==> src/rtl/adder_xbit_serial_sync_pkg.sv <==
// Shared constants for the serial-carry adder slice.
package adder_xbit_serial_sync_pkg;

   localparam int unsigned DEFAULT_DATA_WIDTH = 4;

endpackage

==> src/rtl/adder_1bit_full.sv <==
// One-bit full adder: the single stage of the ripple-carry chain.
module adder_1bit_full (
   input  logic i_num_a,
   input  logic i_num_b,
   input  logic i_cry,
   output logic o_res,
   output logic o_cry
);

   logic half_sum;

   assign half_sum = i_num_a ^ i_num_b;
   assign o_res    = half_sum ^ i_cry;
   // Generate on a&b, propagate the incoming carry when exactly one operand bit is set.
   assign o_cry    = (i_num_a & i_num_b) | (i_cry & half_sum);

endmodule

==> src/rtl/adder_xbit_serial_sync.sv <==
// DATA_WIDTH-bit ripple-carry adder computing A+B+Cin, with the sum and carry-out
// captured in an output register one cycle after a valid input.
module adder_xbit_serial_sync
   import adder_xbit_serial_sync_pkg::*;
#(
   parameter int unsigned DATA_WIDTH = DEFAULT_DATA_WIDTH
) (
   input  logic                  i_clk,
   input  logic                  i_rst,
   input  logic                  i_vld,
   input  logic [DATA_WIDTH-1:0] i_num_a,
   input  logic [DATA_WIDTH-1:0] i_num_b,
   input  logic                  i_cry,
   output logic                  o_vld,
   output logic [DATA_WIDTH-1:0] o_res,
   output logic                  o_cry
);

   // carry[k] is the carry into bit k; carry[DATA_WIDTH] is the carry-out.
   logic [DATA_WIDTH:0]   carry;
   logic [DATA_WIDTH-1:0] sum;

   assign carry[0] = i_cry;

   for (genvar k = 0; k < DATA_WIDTH; k++) begin : g_stage
      adder_1bit_full u_fa (
         .i_num_a (i_num_a[k]),
         .i_num_b (i_num_b[k]),
         .i_cry   (carry[k]),
         .o_res   (sum[k]),
         .o_cry   (carry[k+1])
      );
   end

   // NOTE: async reset clears the whole output stage so an in-flight result is dropped;
   // the result flops only load on i_vld and otherwise hold, which is intended here.
   always_ff @(posedge i_clk or posedge i_rst) begin
      if (i_rst) begin
         o_vld <= 1'b0;
         o_res <= '0;
         o_cry <= 1'b0;
      end else begin
         // NOTE: non-blocking assignments keep every flop sampling pre-edge values.
         o_vld <= i_vld;
         if (i_vld) begin
            o_res <= sum;
            o_cry <= carry[DATA_WIDTH];
         end
      end
   end

endmodule

==> config.mk <==
export PLATFORM = sky130hd
export DESIGN_NAME = adder_xbit_serial_sync
export DESIGN_NICKNAME = d
export VERILOG_FILES = /design/src/rtl/adder_xbit_serial_sync_pkg.sv /design/src/rtl/adder_1bit_full.sv /design/src/rtl/adder_xbit_serial_sync.sv
export SDC_FILE = /design/constraint.sdc
export NUM_CORES = 1
export LEC_CHECK = 0
export CORE_AREA = 3 3 40 42
export CTS_CLUSTER_SIZE = 12
export DETAILED_ROUTE_END_ITERATION = 8
export DIE_AREA = 0 0 43 45
export SLEW_MARGIN = 20
export SYNTH_ARGS = -nofsm -noshare
export SYNTH_HDL_FRONTEND = slang
export SYNTH_SLANG_ARGS = --single-unit
==> constraint.sdc <==
create_clock -name i_clk -period 0.8 [get_ports i_clk]
set_clock_uncertainty 0.05 [all_clocks]
set_input_delay 0.16 -clock i_clk [delete_from_list [all_inputs] [get_ports i_clk]]
set_output_delay 0.16 -clock i_clk [all_outputs]
set_load 0.05 [all_outputs]
== Word level (Yosys, flattened, before mapping) ==
Index checks and enable logic that the tools add are counted.

* Bitwise logic cells: 20

{| class="wikitable"
|+ Operator list
! cell !! number
|-
| 1-bit AND || 8
|-
| 1-bit XOR || 8
|-
| 1-bit OR || 4
|}

* Register bits after elaboration: 6
* Input bits: 12
* Output and inout port bits: 6
* Logic and storage cells: 23

== Logic depth before layout (Yosys ltp) ==
Gate-level depths: netlist of run 1.

* Depth in word-level cells: 9
* Depth in mapped cells: 8

== Modules after synthesis ==
Synthesis of run 1 repeated with hierarchy kept, for this count alone.

* Cells, all modules: 16
* Area, all modules: 290.3 µm²

{| class="wikitable"
|+ Modules (own cells, without submodules)
! module !! times used !! cells each !! area an instance (µm²) !! sequential area each (µm²)
|-
| adder_xbit_serial_sync || 1 || 12 || 210.2 || 150.1
|-
| adder_1bit_full || 4 || 1 || 20.0 || 0.0
|}

== Worst setup path before layout of run 1 ==
No wires, ideal clock.

* Path type: input -> register
* Start point: input port i_num_a[0]
* End point: register o_res[3]
* Setup time: 0.077 ns
* Arrival time: 1.734 ns
* Data required time: 0.673 ns
* Setup slack: -1.061 ns
* Stages on the path: 8
* Buffers on the path: 0
* Path through: inv_1 -> fa_1 -> inv_1 -> fa_1 -> fa_1 -> inv_1 -> fa_1 -> a21oi_1

* Cells in the longest elaborated chain, start to end: 8
* Elaborated cells between the ends (all ways): 9
* Those cells by class: 9 x bitwise

{| class="wikitable"
|+ RTL lines
! element !! line !! source
|-
| start, declared || adder_xbit_serial_sync.sv:11 || <nowiki>input logic [DATA_WIDTH-1:0] i_num_a,</nowiki>
|-
| 1-bit XOR || adder_1bit_full.sv:12 || <nowiki>assign half_sum = i_num_a ^ i_num_b;</nowiki>
|-
| 1-bit AND || adder_1bit_full.sv:15 || <nowiki>assign o_cry = (i_num_a & i_num_b) | (i_cry & half_sum);</nowiki>
|-
| 1-bit OR * || adder_1bit_full.sv:15 ||
|-
| 1-bit AND * || adder_1bit_full.sv:15 ||
|-
| 1-bit OR * || adder_1bit_full.sv:15 ||
|-
| 1-bit AND * || adder_1bit_full.sv:15 ||
|-
| 1-bit OR * || adder_1bit_full.sv:15 ||
|-
| 1-bit XOR * || adder_1bit_full.sv:13 || <nowiki>assign o_res = half_sum ^ i_cry;</nowiki>
|-
| end signal, assigned || adder_xbit_serial_sync.sv:46 || <nowiki>o_res <= sum;</nowiki>
|-
| end, declared || adder_xbit_serial_sync.sv:15 || <nowiki>output logic [DATA_WIDTH-1:0] o_res,</nowiki>
|}

Every way passes the cells marked *; elsewhere a longest branch is shown, timed or not.
A chain may end at the register's enable or synchronous reset.

== Final worst setup path of run 1 ==
* Start point: input port i_num_b[0]
* End point: register o_res[3]

* Cells in the longest elaborated chain, start to end: 8
* Elaborated cells between the ends (all ways): 9
* Those cells by class: 9 x bitwise

{| class="wikitable"
|+ RTL lines
! element !! line !! source
|-
| start, declared || adder_xbit_serial_sync.sv:12 || <nowiki>input logic [DATA_WIDTH-1:0] i_num_b,</nowiki>
|-
| 1-bit XOR || adder_1bit_full.sv:12 ||
|-
| 1-bit AND || adder_1bit_full.sv:15 ||
|-
| 1-bit OR * || adder_1bit_full.sv:15 ||
|-
| 1-bit AND * || adder_1bit_full.sv:15 ||
|-
| 1-bit OR * || adder_1bit_full.sv:15 ||
|-
| 1-bit AND * || adder_1bit_full.sv:15 ||
|-
| 1-bit OR * || adder_1bit_full.sv:15 ||
|-
| 1-bit XOR * || adder_1bit_full.sv:13 ||
|}

Marked as above.

==> results by group, run 1 <==
Pwr
  – Cell Pwr Density: 2060 nW/µm²
  – Leak: ~0.3 nW
  – Tot Pwr: roughly 1.3 mW
  – Worst vdd ir: roughly 740 µV

STA
  – Least-Margin Pin Slew: 0.219 ns
  – Final setup viols: 10
  – RSZ-0062 raised after global routing: yes
  – Min cycle time layout: 1.65 ns
  – Fmax achieved: roughly 0.6 GHz
  – Final period util: 206%
  – Final hold vios: 0
  – Final slew viol count: 0
  – Relative slew slack: between 80% and 90%
  – Final Worst Setup Slack: -0.851 ns

Detailed routing
  – 1st-pass router iterations: 4
  – Routed vias: 255
  – Vias per cell: between 3 and 4
  – WL met2: about 340 µm
  – DRC Markers: 0
  – Met3 wire len: approximately 41 µm
  – Met1 WL: approximately 220 µm
  – Top Layer Used: met4
  – DR WL/cell: around 9.5 µm
  – Post-DRT Antenna Nets: 0
  – Starting DRC count in detailed routing: 9
  – Routed WL: around 600 µm

Die
  – Starting Density: around a quarter
  – Core area: 1280 µm²
  – Row cnt: 13
  – Die ar.: about 1900 µm²
  – Die height: roughly 45 µm
  – IO Count: 18
  – Die Wd: between 40 and 50 µm

Worst setup path
  – Crit path arrival time: approximately 1.8 ns
  – Most frequent CP cell: fa_2
  – Critical path class: primary input to flip-flop
  – Max FO, Critical Path: 1
  – Critical Path Source: i_num_b[0]
  – Crit path largest cell delay: 0.41 ns
  – CP cell instances: buf_6, inv_4, fa_2, inv_2, fa_2, fa_2, inv_2, fa_1, a21oi_2
  – Worst setup EP type: flip-flop
  – Crit-path slowest cell: fa_1
  – FF-to-FF Start: o_res[1]$_DFFE_PP0P_
  – Startpoint types: primary input
  – Required time of the critical path: slightly above 0.9 ns

Synthesis
  – Most frequent cells after synthesis: 8 x inv_1, 6 x dfrtp_1, 4 x fa_1
  – Synth Cell Area: around 330 µm²
  – Syn_area_per_cell: between 10 and 15 µm²
  – Primary FF master, synth: dfrtp_1
  – Synth top area cells: dfrtp_1 46%, fa_1 24%, inv_1 9.2%
  – Most common cell in the synthesized netlist: inv_1
  – Post-synthesis sequential area ratio: 45.8%
  – Netlist cell types: 7
  – EDFF count, synth: 0
  – Area share of the largest cell type after synthesis: about 46%
  – Syn Nets: 43
  – Post-synthesis register bit count: 6
  – Post-synth ARST share: 100%
  – Cell count after synthesis: 27
  – Yosys synthesis warning count: 0
  – Synth area leader: dfrtp_1

Placement
  – Post-Place Cell Area: 593 µm²
  – DPL Wire Length: between 400 and 500 µm
  – Port bufs: 17
  – Placement Setup Slack: -1.56 ns
  – GPL Wtd Cong: about 0.61

Clock tree
  – Clock tree buffer depth: 2
  – CTS Buf Count: 3
  – Clock Latency Late Sink: 0.24 ns
  – Clock root cell: clkbuf_4
  – CTS Sinks: 6
  – Hold_buf cts: 0
  – CTS clk-pin slew, worst paths: about 0.050 ns
  – CTS tree: done
  – H-tree depth: 1

Layout
  – Antenna cells: 0
  – Design area: between 600 and 700 µm²
  – Reg area: approximately 160 µm²
  – Layout cells sized above 1: 60.0%
  – P&R area growth vs syn: 97.3%
  – Multi-input logic area: 148 µm²
  – Fin nets: between 60 and 70
  – Core Util, Final: about 50%
  – Fillers: between 100 and 150

GRT
  – Overflow after GRT: 0
  – Largest net degree at the start of global routing: 8
  – Vias in the first global route: around 260
  – First-pass GRT wire length: about 1 mm
  – Antenna violations before repair: 0
  – Total track usage: under 10%

Worst hold path
  – Hold crit path type: primary input to asynchronous set/reset pin

Job
  – Max_cap viols: 0

Status
  – Status: complete, but fails checks
  – Failing checks: setup timing
[placed cells by master, fill, tap and decap left out, drive strengths merged]
master,synthesis,layout
buf,1,12
inv,8,8
dfrtp,6,6
clkdlybuf4s50,0,5
fa,4,4
clkbuf,0,4
nor2,3,3
dlygate4sd2,0,3
a21oi,3,3
mux2,2,2
[area by class of cell]
type	instances	share of cell area [%]
clock buffers	4	4.06
multi-input cells	12	22.8
repair buffers	20	39.7
well taps	15	2.90
inverters	8	6.58
flip-flops and latches	6	24.0
[routing by layer]
layer  GRT usage (%)  up-vias
met3            1.20        2
met1            8.77      121
met4            10.8        0
met2            12.0       10
li1                -      122
met5               0        -
[worst max-delay path: cells and delay by family]
kind	cells	cell delay (ns)
adders and majority gates	4	1.27
buffers and inverters	4	0.22
AOI/OAI and AO/OA	1	0.12
[kinds of logic after synthesis]
logic type                 synth area share (%)
AOI/OAI and AO/OA                          4.58
adders and majority gates                  24.4
buffers and inverters                      12.6
DFF                                        45.8
muxes                                      9.16
and+or+nand+nor                            3.43
[where the power goes]
part / total (mW) / internal, mW / switching [mW]
clock network: 0.299 / 0.189 / 0.110
logic: 0.618 / 0.336 / 0.282
registers: 0.413 / 0.361 / 0.0518
total: 1.33 / 0.886 / 0.444
[state kept, by name (all words and copies together), names as in the netlist]
register	count
o_res	4
o_cry	1
o_vld	1
[what timing repair did]
item | CTS | global route
setup buffers | 2 | 0
gates resized for setup | 19 | 4
setup endpoints to repair | 11 | 10
pin swaps | 5 | 5
[metrics by stage]
step	cells	hold WS [ns]	setup TNS, ns
after floorplan	27	-0.0993	-3.33
after global placement	59	0.340	-6.60
after detailed placement	59	0.336	-6.65
after CTS	65	0.0795	-4.24
after global routing	65	0.0892	-4.34
final	65	0.0749	-3.96
[worst paths after layout]
path | slack (ns) | end | cells after the start
worst min register to register | 0.52 | o_res[3]$_DFFE_PP0P_ | 2
max in group asynchronous | 0.42 | o_cry$_DFFE_PP0P_ | 2
min in group i_clk | 0.27 | o_res[0]$_DFFE_PP0P_ | 4
worst max-delay path | -0.85 | o_res[3]$_DFFE_PP0P_ | 9
worst max register to register | -0.18 | o_res[1]$_DFFE_PP0P_ | 2
worst min-delay path | 0.07 | o_res[2]$_DFFE_PP0P_ | 2
Power figures use the tool's default switching activity.
==> run 2, diff against run 1 <==
--- a/config.mk
+++ b/config.mk
@@ -5,6 +5,7 @@
 export SDC_FILE = /design/constraint.sdc
 export NUM_CORES = 1
 export LEC_CHECK = 0
+export ABC_AREA = 1
 export CORE_AREA = 3 3 40 42
 export CTS_CLUSTER_SIZE = 12
 export DETAILED_ROUTE_END_ITERATION = 8
==> results by group, run 2 <==
Clock tree
  – CTS Buf Count: 3
  – CTS tree: done
  – Clock tree buffer depth: 2
  – Clock root cell: clkbuf_4
  – H-tree depth: 1
  – Clock Latency Late Sink: 0.24 ns
  – CTS Sinks: 6
  – Hold_buf cts: 0
  – CTS clk-pin slew, worst paths: about 0.050 ns

Synthesis
  – Post-synthesis register bit count: 6
  – Synth top area cells: dfrtp_1 45%, fa_1 24%, nand2_1 17%
  – Most frequent cells after synthesis: 15 x nand2_1, 11 x inv_1, 6 x dfrtp_1
  – Most common cell in the synthesized netlist: nand2_1
  – Synth Area in Adders: between 20 and 25%
  – Compound-Gate Fraction of Synth Area: 0%
  – EDFF count, synth: 0
  – Netlist cell types: 5
  – Area share of the largest cell type after synthesis: a little under half
  – Post-synth ARST share: 100%
  – Post-Synth Simple-Gate Area: between 10% and 20%
  – Primary FF master, synth: dfrtp_1
  – Xor/xnor share of the synthesized area: 0%
  – Main combinational cell family by area after synthesis: adder cells
  – Synth area leader: dfrtp_1
  – Post-synthesis sequential area ratio: 45.3%
  – Cell count after synthesis: 37
  – Syn_area_per_cell: between 8 and 9 µm²
  – Yosys synthesis warning count: 0
  – Mux cell area share after synthesis: 0%
  – Synth Cell Area: 332 µm²
  – Syn Nets: 53

Placement
  – GPL Wtd Cong: roughly 0.62
  – DPL Wire Length: between 500 and 600 µm
  – Post-Place Cell Area: roughly 630 µm²
  – Port bufs: 17

Worst setup path
  – Crit path largest cell delay: 0.43 ns
  – Reg2reg path depth: 4
  – Crit path max-delay family: adder cells
  – Setup crit end: o_res[3]$_DFFE_PP0P_
  – Worst reg2reg setup slack: -0.14 ns
  – Most frequent CP cell: fa_2
  – Crit path arrival time: ~1.8 ns
  – Max FO, Critical Path: 1
  – Worst setup EP type: flip-flop
  – Startpoint types: primary input
  – Critical path buffers and inverters: 5
  – Critical Path Source: i_num_a[0]
  – Critical path depth: 11
  – FF-to-FF Start: o_res[1]$_DFFE_PP0P_
  – Crit-path slowest cell: fa_2
  – CP cell instances: buf_8, inv_12, fa_2, inv_2, fa_2, fa_2, inv_2, fa_2, inv_2, nand2_2, nand2_1
  – Critical R2R Capture: o_res[1]$_DFFE_PP0P_
  – Critical path class: primary input to flip-flop
  – Required time of the critical path: between 0.9 and 1 ns

STA
  – Least-Margin Pin Slew: about 0.23 ns
  – Relative slew slack: between 80% and 90%
  – Fmax achieved: roughly 0.6 GHz
  – Final setup viols: 11
  – Final Worst Setup Slack: -0.893 ns
  – Min cycle time layout: about 1.7 ns
  – Final hold vios: 0
  – RSZ-0062 raised after global routing: yes
  – Final period util: 212%
  – Worst hold slack: 0.0898 ns
  – Final slew viol count: 0

Die
  – Core area: 1280 µm²
  – Die Wd: approximately 43 µm
  – Die ar.: between 1500 and 2000 µm²
  – Row cnt: 13
  – IO Count: 18
  – Starting Density: approximately a quarter
  – Die height: 45 µm

Status
  – Failing checks: setup timing
  – Status: complete, but fails checks

Layout
  – Core Util, Final: between 50% and 60%
  – Fin nets: between 80 and 90
  – Antenna cells: 0
  – Layout cells sized above 1: 57.6%
  – Design area: 707 µm²
  – Biggest regs: o_res (4), o_cry (1), o_vld (1)
  – Commonest non-fill, non-tap cell in the layout: nand2_1
  – P&R area growth vs syn: 113%
  – Max reg flops: 4
  – Largest Register: o_res
  – Most frequent cells in the layout: 14 x nand2_1, 8 x buf_4, 7 x inv_2

Pwr
  – Clock power frac: between 20% and 30%
  – Worst vdd ir: between 500 and 600 µV
  – Flop pwr share: about 30%
  – Int Pwr: about 880 µW
  – Logic pwr share: 46.8%
  – Net Sw Power: 441 µW
  – Cell Pwr Density: approximately 1900 nW/µm²
  – Sw Share: 33.5%
  – Leak: 0.358 nW

Detailed routing
  – DR WL/cell: 8.81 µm
  – Routed vias: ~320
  – Vias per cell: about 3.9
  – 1st-pass router iterations: 4
  – Post-DRT Antenna Nets: 0
  – DRC Markers: 0
  – Starting DRC count in detailed routing: 2
  – Routed WL: about 700 µm

GRT
  – Antenna violations before repair: 0
  – Vias in the first global route: ~320
  – Largest net degree at the start of global routing: 7
  – Total track usage: 9.42%
  – First-pass GRT wire length: approximately 1.3 mm
  – Overflow after GRT: 0

Job
  – Max_cap viols: 0

Worst hold path
  – Hold crit path type: primary input to asynchronous set/reset pin
[run 2: cell types whose count changed after synthesis]
cell	change
buf_6	-1
a21oi_1	-3
nand2_1	+15
nor2_1	-3
mux2_4	-2
inv_1	+3
inv_2	+1
[run 2: cells by family (layout without fill, tap and decap cells)]
| group | Yosys count | in the layout |
|---|---|---|
| flip-flops | 6 | 6 |
| adder cells (fa/ha/maj) | 4 | 4 |
| buffers and inverters | 12 | 41 |
| AND/OR/NAND/NOR | 15 | 15 |
[run 2: per-layer routing]
layer / part of all wire, % / GRT usage (%) / up-vias
li1: - / - / 159
met1: 40 / 9.93 / 144
met2: 48 / 14.4 / 12
met3: 11 / 4.78 / 0
met4: 0 / 7.23 / 0
met5: 0 / 0 / -
[run 2: final cells by class]
class | count | area, µm²
well taps | 15 | 18.8
flip-flops and latches | 6 | 155
repair buffers | 25 | 295
multi-input cells | 19 | 149
clock buffers | 4 | 26.3
fillers | 123 | 578
inverters | 12 | 62.6
[run 2: worst min path at each step]
stage / slack (ns) / from / to / cells after the start
floorplan: -0.1 / i_rst / o_res[3]$_DFFE_PP0P_ / 1
global route: 0.12 / i_rst / o_res[0]$_DFFE_PP0P_ / 2
detailed placement: 0.34 / i_rst / o_res[3]$_DFFE_PP0P_ / 2
CTS: 0.08 / i_rst / o_res[0]$_DFFE_PP0P_ / 2
finish: 0.09 / i_rst / o_res[0]$_DFFE_PP0P_ / 2
global placement: 0.34 / i_rst / o_res[3]$_DFFE_PP0P_ / 2
[run 2: through the flow]
| stage | setup TNS [ns] | cells | worst slack, ns | total power, mW |
|---|---|---|---|---|
| detailed placement | -6.68 | 71 | -1.68 | 0.944 |
| finish | -3.80 | 81 | -0.893 | 1.32 |
| global route | -4.15 | 81 | -0.951 | 1.40 |
| floorplan | -3.07 | 37 | -0.982 | 0.636 |
| CTS | -4.07 | 78 | -0.973 | 1.29 |
| global placement | -6.61 | 71 | -1.66 | 0.936 |
[run 2: power groups by stage]
| stage | sequential, mW | combinational [mW] | clock [mW] |
|---|---|---|---|
| 6_report | 0.400 | 0.617 | 0.300 |
| 4_1_cts | 0.400 | 0.581 | 0.314 |
| 3_3_place_gp | 0.406 | 0.530 | 0 |
| 5_1_grt | 0.403 | 0.658 | 0.341 |
| 3_5_place_dp | 0.407 | 0.537 | 0 |
| 2_1_floorplan | 0.536 | 0.100 | 0 |
[run 2: worst reg2reg max path, cell delays in order (launching register included)]
cell and delay (ns):
dfrtp_2 0.42, buf_4 0.13, buf_4 0.12, nand2_1 0.06
nand2_1 0.05
[run 2: timing repair]
item                                    in CTS  in global routing
pin swaps                                    7                  4
resized for setup                           21                  3
buffers inserted                             3                  3
endpoints found under the setup margin      11                 11
==> run 3, diff against run 2 <==
--- a/config.mk
+++ b/config.mk
@@ -6,10 +6,12 @@
 export NUM_CORES = 1
 export LEC_CHECK = 0
 export ABC_AREA = 1
+export ABC_CLOCK_PERIOD_IN_PS = 800
 export CORE_AREA = 3 3 40 42
 export CTS_CLUSTER_SIZE = 12
 export DETAILED_ROUTE_END_ITERATION = 8
 export DIE_AREA = 0 0 43 45
+export GPL_TIMING_DRIVEN = 0
 export SLEW_MARGIN = 20
 export SYNTH_ARGS = -nofsm -noshare
 export SYNTH_HDL_FRONTEND = slang
==> results by group, run 3 (same netlist as run 2, synthesis figures left out) <==
Die
  – Die height: approximately 45 µm
  – Die Wd: 43 µm
  – IO Count: 18
  – Row cnt: 13
  – Die ar.: a little under 2000 µm²
  – Core area: approximately 1300 µm²
  – Starting Density: between 20% and 30%

Worst setup path
  – Required time of the critical path: approximately 0.93 ns
  – Critical path class: primary input to flip-flop
  – CP cell instances: buf_8, inv_12, fa_2, inv_2, fa_2, fa_2, inv_2, fa_2, inv_2, nand2_2, nand2_1
  – Critical Path Source: i_num_a[0]
  – Most frequent CP cell: fa_2
  – Crit path arrival time: approximately 1.8 ns
  – FF-to-FF Start: o_res[2]$_DFFE_PP0P_
  – Crit path largest cell delay: ~0.43 ns
  – Reg2reg path depth: 2
  – Startpoint types: primary input
  – Worst setup EP type: flip-flop
  – Setup crit end: o_res[3]$_DFFE_PP0P_
  – Crit-path slowest cell: fa_2
  – Worst reg2reg setup slack: between 0.1 and 0.15 ns
  – Critical R2R Capture: o_res[2]$_DFFE_PP0P_
  – Max FO, Critical Path: 1

Pwr
  – Cell Pwr Density: about 1900 nW/µm²
  – Leak: 0.301 nW
  – Worst vdd ir: 584 µV

Detailed routing
  – DR WL/cell: ~8.6 µm
  – Routed vias: between 200 and 300
  – DRC Markers: 0
  – 1st-pass router iterations: 4
  – Vias per cell: ~3.8
  – Starting DRC count in detailed routing: 5
  – Routed WL: 631 µm
  – Post-DRT Antenna Nets: 0

Layout
  – Largest Register: o_res
  – Layout cells sized above 1: between 50% and 60%
  – Max reg flops: 4
  – Design area: 596 µm²
  – Commonest non-fill, non-tap cell in the layout: nand2_1
  – Fillers: between 100 and 150
  – Antenna cells: 0
  – Most frequent cells in the layout: 14 x nand2_1, 8 x buf_6, 6 x inv_2
  – Core Util, Final: ~46%
  – Fin nets: between 70 and 80
  – Biggest regs: o_res (4), o_cry (1), o_vld (1)
  – P&R area growth vs syn: 79.6%

STA
  – Final slew viol count: 0
  – Final Worst Setup Slack: -0.901 ns
  – RSZ-0062 raised after global routing: yes
  – Relative slew slack: 81.4%
  – Fmax achieved: between 0.5 and 0.6 GHz
  – Worst hold slack: a little under 0.08 ns
  – Final period util: 213%
  – Min cycle time layout: about 1.7 ns
  – Final setup viols: 11
  – Final hold vios: 0
  – Least-Margin Pin Slew: approximately 0.28 ns

Clock tree
  – H-tree depth: 1
  – Clock root cell: clkbuf_4
  – CTS Sinks: 6
  – CTS clk-pin slew, worst paths: 0.05 ns
  – Clock Latency Late Sink: between 0.2 and 0.25 ns
  – CTS tree: done
  – Post-CTS Setup Bufs: 0
  – CTS Buf Count: 3
  – Hold_buf cts: 0
  – Clock tree buffer depth: 2

GRT
  – Overflow after GRT: 0
  – Antenna violations before repair: 0
  – First-pass GRT wire length: between 1 and 1.5 mm
  – Largest net degree at the start of global routing: 8
  – Total track usage: 8.25%
  – Vias in the first global route: ~280

Placement
  – GPL Wtd Cong: approximately 0.64
  – DPL Wire Length: approximately 530 µm
  – Placement Setup Slack: -1.69 ns
  – Port bufs: 17
  – Post-Place Cell Area: roughly 550 µm²

Status
  – Status: complete, but fails checks
  – Failing checks: setup timing

Worst hold path
  – Hold crit path type: primary input to asynchronous set/reset pin

Job
  – Max_cap viols: 0
-- run 3: final cells by class --
class	count	area, µm²	share of cell area (%)
clock buffers	4	26.3	4.41
repair buffers	17	181	30.5
flip-flops and latches	6	155	26.1
inverters	12	65.1	10.9
well taps	15	18.8	3.15
multi-input cells	19	149	25.0
-- run 3: worst min path at each step --
stage	to	slack (ns)	cells past startpoint
2_1_floorplan	o_res[3]$_DFFE_PP0P_	-0.1	1
3_3_place_gp	o_vld$_DFF_PP0_	0.34	2
3_5_place_dp	o_vld$_DFF_PP0_	0.34	2
4_1_cts	o_res[0]$_DFFE_PP0P_	0.08	2
5_1_grt	o_res[0]$_DFFE_PP0P_	0.11	2
6_report	o_res[0]$_DFFE_PP0P_	0.08	2
-- run 3: metal layers --
| layer | part of all wire (%) | vias up | GRT usage (%) |
|---|---|---|---|
| met5 | 0 | - | 0 |
| met4 | 2.5 | 0 | 7.23 |
| met3 | 12 | 4 | 3.98 |
| met2 | 44 | 16 | 11.1 |
| met1 | 41 | 117 | 9.70 |
| li1 | - | 141 | - |
-- run 3: critical path: cells and delay by family --
family / cells / cell delay [ns]
buf+inv: 5 / 0.31
simple gates: 2 / 0.09
fa+ha+maj: 4 / 1.27
-- run 3: timing repair --
action | CTS | global route
pin swaps | 6 | 5
resized for setup | 63 | 6
setup endpoints to repair | 11 | 11
-- run 3: power breakdown --
group	switching (mW)	internal, mW
clock network	0.110	0.189
logic	0.266	0.185
registers	0.0310	0.354
total	0.408	0.728
-- run 3: per-stage QoR --
stage	setup TNS, ns	std cells	total power, mW
floorplan	-3.07	37	0.636
global placement	-9.85	69	0.807
detailed placement	-9.92	69	0.814
CTS	-3.99	73	1.14
global route	-4.12	73	1.22
finish	-3.70	73	1.14
